<file path="config.mk">
export PLATFORM = sky130hd
export DESIGN_NAME = seven_hex
export DESIGN_NICKNAME = d
export VERILOG_FILES = /design/src/rtl/seven_hex.sv
export SDC_FILE = /design/constraint.sdc
export NUM_CORES = 1
export LEC_CHECK = 0
export CORE_MARGIN = 8
export CORE_UTILIZATION = 35
export DETAILED_ROUTE_END_ITERATION = 10
export MAX_ROUTING_LAYER = met4
export PLACE_DENSITY = 0.61
export SETUP_SLACK_MARGIN = 0.2
export SYNTH_ARGS = -nofsm -noshare
export SYNTH_HDL_FRONTEND = slang
export SYNTH_SLANG_ARGS = --single-unit
export TNS_END_PERCENT = 1
</file>
<file path="constraint.sdc">
create_clock -name clk -period 1.11 [get_ports clk]
set_input_delay 0.222 -clock clk [delete_from_list [all_inputs] [get_ports clk]]
set_output_delay 0.222 -clock clk [all_outputs]
set_load 0.01 [all_outputs]
</file>
<file path="src/rtl/seven_hex.sv">
// Dual-digit hex 7-segment decoder with registered outputs (ABCDEFG, 1-cycle latency).
// Optional leading-zero blanking of digit a when SEVEN_HEX_BLANK_EN is defined.
module seven_hex #(
    parameter bit SEG_ACTIVE_LOW = 1'b0
) (
    input  logic       clk,
    input  logic       reset,
    input  logic [7:0] I,
    output logic       A_a,
    output logic       B_a,
    output logic       C_a,
    output logic       D_a,
    output logic       E_a,
    output logic       F_a,
    output logic       G_a,
    output logic       A_b,
    output logic       B_b,
    output logic       C_b,
    output logic       D_b,
    output logic       E_b,
    output logic       F_b,
    output logic       G_b
);

    function automatic logic [6:0] hex_to_seg(input logic [3:0] n);
        logic [6:0] seg;
        seg = '0;
        case (n)
            4'h0: seg = 7'b1111110;
            4'h1: seg = 7'b0110000;
            4'h2: seg = 7'b1101101;
            4'h3: seg = 7'b1111001;
            4'h4: seg = 7'b0110011;
            4'h5: seg = 7'b1011011;
            4'h6: seg = 7'b1011111;
            4'h7: seg = 7'b1110000;
            4'h8: seg = 7'b1111111;
            4'h9: seg = 7'b1111011;
            4'hA: seg = 7'b1110111;
            4'hB: seg = 7'b0011111;
            4'hC: seg = 7'b1001110;
            4'hD: seg = 7'b0111101;
            4'hE: seg = 7'b1001111;
            4'hF: seg = 7'b1000111;
            default: seg = '0;
        endcase
        return seg;
    endfunction

    // Polarity is folded in before the register so outputs come straight from flops.
    logic [6:0] pol;
    logic [6:0] lit_a;
    logic [6:0] lit_b;
    logic [6:0] next_a;
    logic [6:0] next_b;
    logic [6:0] seg_a;
    logic [6:0] seg_b;

    assign pol = {7{SEG_ACTIVE_LOW}};

    always_comb begin
        lit_a = hex_to_seg(I[7:4]);
        lit_b = hex_to_seg(I[3:0]);
`ifdef SEVEN_HEX_BLANK_EN
        if (I[7:4] == 4'h0) begin
            lit_a = '0;
        end
`endif
        next_a = lit_a ^ pol;
        next_b = lit_b ^ pol;
    end

    always_ff @(posedge clk) begin
        if (reset) begin
            seg_a <= pol;
            seg_b <= pol;
        end else begin
            seg_a <= next_a;
            seg_b <= next_b;
        end
    end

    assign {A_a, B_a, C_a, D_a, E_a, F_a, G_a} = seg_a;
    assign {A_b, B_b, C_b, D_b, E_b, F_b, G_b} = seg_b;

endmodule

</file>
==> metrics.cfg, run 1 <==
[run_status]
status = completed

[timing]
min_period_over_period_pct = 93.6
final_critical_path_setup_slack_ps = 70.6
finalHoldWorstSlack_ps = 370
rsz0062_at_grt = yes
drv_slew = 0
worst_slew_pin_slew_ps = 260
finalHoldViolCount = 0
achievable-frequency_mhz = 962
finalSetupViolCount = 0
maxSlewHeadroom_pct = 82.6
final.setup.tns_ps = 0
layout_min_cycle_time_ps = 1040

[power_and_ir_drop]
power_switching_share_pct = 26.0
worst_ir_drop_vdd_mv = 0.511
design_power_total_mw = 1.28
p_sw_mw = 0.334
intPower_mw = 0.948
leakage_nw = 0.636
power_frac_seq_pct = 43.1
p_clk_share_pct = 26.5
combinationalPowerShare_pct = 30.4
cellPowerDensity_mw_per_mm2 = 949

[floorplan]
initial_core_util_pct = 37.4
dieArea_mm2 = 0.00420
rows = 17
fp.coreArea_mm2 = 0.00223
die_x_um = 64.8
fp.dieH_um = 64.8
pin_count = 24

[clock_tree]
cts_root_buffer = sky130_fd_sc_hd__clkbuf_4
number_of_clock_sinks_seen_by_cts = 14
cts_max_path_buffers = 2
ctsHtreeMaxLevel = 1
clk_pin_slew_ps = 80
cts_hold_buffers = 0
tritoncts.num_buffers = 3
cts_tree = yes

[global_routing]
globalRouteTotalUtil_pct = 10.1
first_global_vias = 805
antenna_violations_before_repair = 0
grt_max_degree = 15
first_pass_grt_wire_length_um = 3420
grt_remaining_overflow = 0

[placement]
place_area_mm2 = 0.00128
place_inst = 152
post-place-ws_ps = -728
detailed_place_hpwl_um = 1620
placement.io_buffers = 23
globalplace.congestion = 0.751

[setup_path]
worst_path_dominant_cell_family = multiplexers
setup.worst_path.class = in -> reg
timing.critical_path.slowest_cell_delay_ps = 430
critical_path.cell_chain = buf_6 > buf_8 > inv_12 > ha_4 > inv_2 > mux4_2 > nor2_1
critical_path_cell_count = 7
critPathSlowestCell = sky130_fd_sc_hd__mux4_2
biggest_fanout_along_the_worst_timing_path = 4
worstSetupEndpointType = flop
worstPathBufferInverterCount = 4
cp_data_arrival_time_ps = 1250
worstSetupStartpointType = input pin
cp.required_ps = 1320

[final_layout]
final_cells = 159
finalCoreUtilization_pct = 60.5
num_antenna_cells = 0
layout_area_growth_over_synthesis_pct = 61.9
stdcell_area_mm2 = 0.00135
fillerInstances = 216
final_layout_size_suffix_gt1_share_pct = 44.3
design.final.nets = 156
area.sequential_um2 = 280
multiInputGateArea_um2 = 551

[synth]
synth_seq_cells = 14
synth_edf_count = 0
synthDistinctLibCells = 22
postSynth.topFlopCell = sky130_fd_sc_hd__dfxtp_1
yosysWarningCount = 0
mean_instance_size_in_the_synthesized_netlist_um2 = 9.59
mappedNetlistNets = 111
netlist_top_cells_area = sky130_fd_sc_hd__dfxtp_1 (34%), sky130_fd_sc_hd__ha_1 (21%), sky130_fd_sc_hd__a211oi_1 (5.4%)
synth_seq_area_share_pct = 33.6
netlist_area_um2 = 835
synth_cells = 87
netlist.area_leader.share_pct = 33.6
async_set_reset_flop_share_out_of_synthesis_pct = 0
synth_area_leader_cell = sky130_fd_sc_hd__dfxtp_1

[hold_path]
hold_depth = 4
hold_class = in -> reg

[drt]
num_vias = 743
first_iter_violations = 12
drt_pre_antenna_iters = 4
route.detailed.wl_per_inst_um = 12.4
drtAntennaViolNets = 0
route.final.wire_length_um = 1970
detail_route.vias_per_cell = 4.67
drt_drc_violations_left = 0

[run]
cap_viol_max_count = 0

## sequential cells by signal (all words and copies together) (netlist names)
register,cells
seg_b,7
seg_a,7
## final cells by class
class	instances	share of cell area (%)
Multi-Input combinational cell	59	40.7
Inverter	9	4.91
Tap cell	28	2.59
Timing Repair Buffer	45	28.3
Sequential cell	14	20.7
Clock buffer	4	2.69
## synth_stat cells, types with 2 or more instances
master,n
sky130_fd_sc_hd__nor2_1,8
sky130_fd_sc_hd__a211oi_1,6
sky130_fd_sc_hd__mux4_2,2
sky130_fd_sc_hd__nor2b_1,2
sky130_fd_sc_hd__nor3_1,4
sky130_fd_sc_hd__nand2_1,6
sky130_fd_sc_hd__a221oi_1,5
sky130_fd_sc_hd__a21oi_1,3
sky130_fd_sc_hd__inv_1,9
sky130_fd_sc_hd__dfxtp_1,14
sky130_fd_sc_hd__mux2i_1,4
sky130_fd_sc_hd__ha_1,14
## cells in the final DEF (no fill, tap or decap), types with 2 or more instances in the layout
cell,instances
sky130_fd_sc_hd__a211oi_1,5
sky130_fd_sc_hd__a21oi_1,3
sky130_fd_sc_hd__a221oi_1,3
sky130_fd_sc_hd__a221oi_2,2
sky130_fd_sc_hd__buf_2,3
sky130_fd_sc_hd__buf_4,19
sky130_fd_sc_hd__buf_6,3
sky130_fd_sc_hd__clkbuf_2,5
sky130_fd_sc_hd__clkbuf_4,3
sky130_fd_sc_hd__clkdlybuf4s15_1,4
sky130_fd_sc_hd__clkdlybuf4s15_2,4
sky130_fd_sc_hd__clkdlybuf4s50_1,2
sky130_fd_sc_hd__dfxtp_1,14
sky130_fd_sc_hd__dlygate4sd2_1,3
sky130_fd_sc_hd__ha_1,10
sky130_fd_sc_hd__ha_4,3
sky130_fd_sc_hd__inv_1,3
sky130_fd_sc_hd__inv_2,2
sky130_fd_sc_hd__inv_8,2
sky130_fd_sc_hd__mux2i_1,4
sky130_fd_sc_hd__mux4_2,2
sky130_fd_sc_hd__nand2_1,6
sky130_fd_sc_hd__nor2_1,8
sky130_fd_sc_hd__nor2b_1,2
sky130_fd_sc_hd__nor3_1,3
## power by group through the flow
stage                     sequential (mW)  clock (mW)  combinational, mW
final                               0.553       0.339              0.390
after global routing                0.557       0.370              0.425
after CTS                           0.553       0.347              0.396
after detailed placement            0.565           0              0.397
after global placement              0.565           0              0.390
after floorplan                     0.588           0              0.161
## logic make-up (layout without fill, tap and decap cells)
group | Yosys count | count (layout) | share of synthesized area [%]
AOI/OAI and AO/OA | 16 | 16 | 13.9
adders and majority gates | 14 | 14 | 21.0
muxes | 7 | 7 | 11.5
and+or+nand+nor | 22 | 22 | 12.0
buffers and inverters | 14 | 58 | 7.94
DFF | 14 | 14 | 33.6
## timing repair
item,CTS,global route
gates cloned,1,0
setup buffers,2,0
pin swaps,3,0
gates resized for setup,66,7
endpoints found under the setup margin,28,28
## worst paths after layout
kind	from	to
setup / recovery	I[0]	seg_b[3]$_SDFF_PP0_
hold / removal	I[5]	seg_a[0]$_SDFF_PP0_
## metal layers
| metal | global-route usage [%] | up-vias | part of all wire (%) |
|---|---|---|---|
| met1 | 10.7 | 337 | 47 |
| met3 | 1.72 | 2 | 3.7 |
| met4 | 4.90 | 0 | 1.1 |
| met2 | 17.9 | 15 | 48 |
| met5 | - | - | 0 |
| li1 | - | 389 | - |
## tightest hold or removal path, cell delays in order
cell	delay [ps]
sky130_fd_sc_hd__buf_2	130
sky130_fd_sc_hd__inv_6	70
sky130_fd_sc_hd__buf_4	110
sky130_fd_sc_hd__a221oi_2	50
Note: power is estimated with default switching activity, not from simulation.
==> inputs of run 2 (changes only) <==
--- a/config.mk
+++ b/config.mk
@@ -5,6 +5,7 @@
 export SDC_FILE = /design/constraint.sdc
 export NUM_CORES = 1
 export LEC_CHECK = 0
+export CAP_MARGIN = 10
 export CORE_MARGIN = 8
 export CORE_UTILIZATION = 35
 export DETAILED_ROUTE_END_ITERATION = 10
==> results of run 2 <==
Same layout as run 1: the final DEF is identical, and so are final timing and power.
==> inputs of run 3 (changes only) <==
--- a/config.mk
+++ b/config.mk
@@ -5,7 +5,7 @@
 export SDC_FILE = /design/constraint.sdc
 export NUM_CORES = 1
 export LEC_CHECK = 0
-export CAP_MARGIN = 10
+export CAP_MARGIN = 0
 export CORE_MARGIN = 8
 export CORE_UTILIZATION = 35
 export DETAILED_ROUTE_END_ITERATION = 10
==> results of run 3 <==
Same layout as run 1: the final DEF is identical, and so are final timing and power.
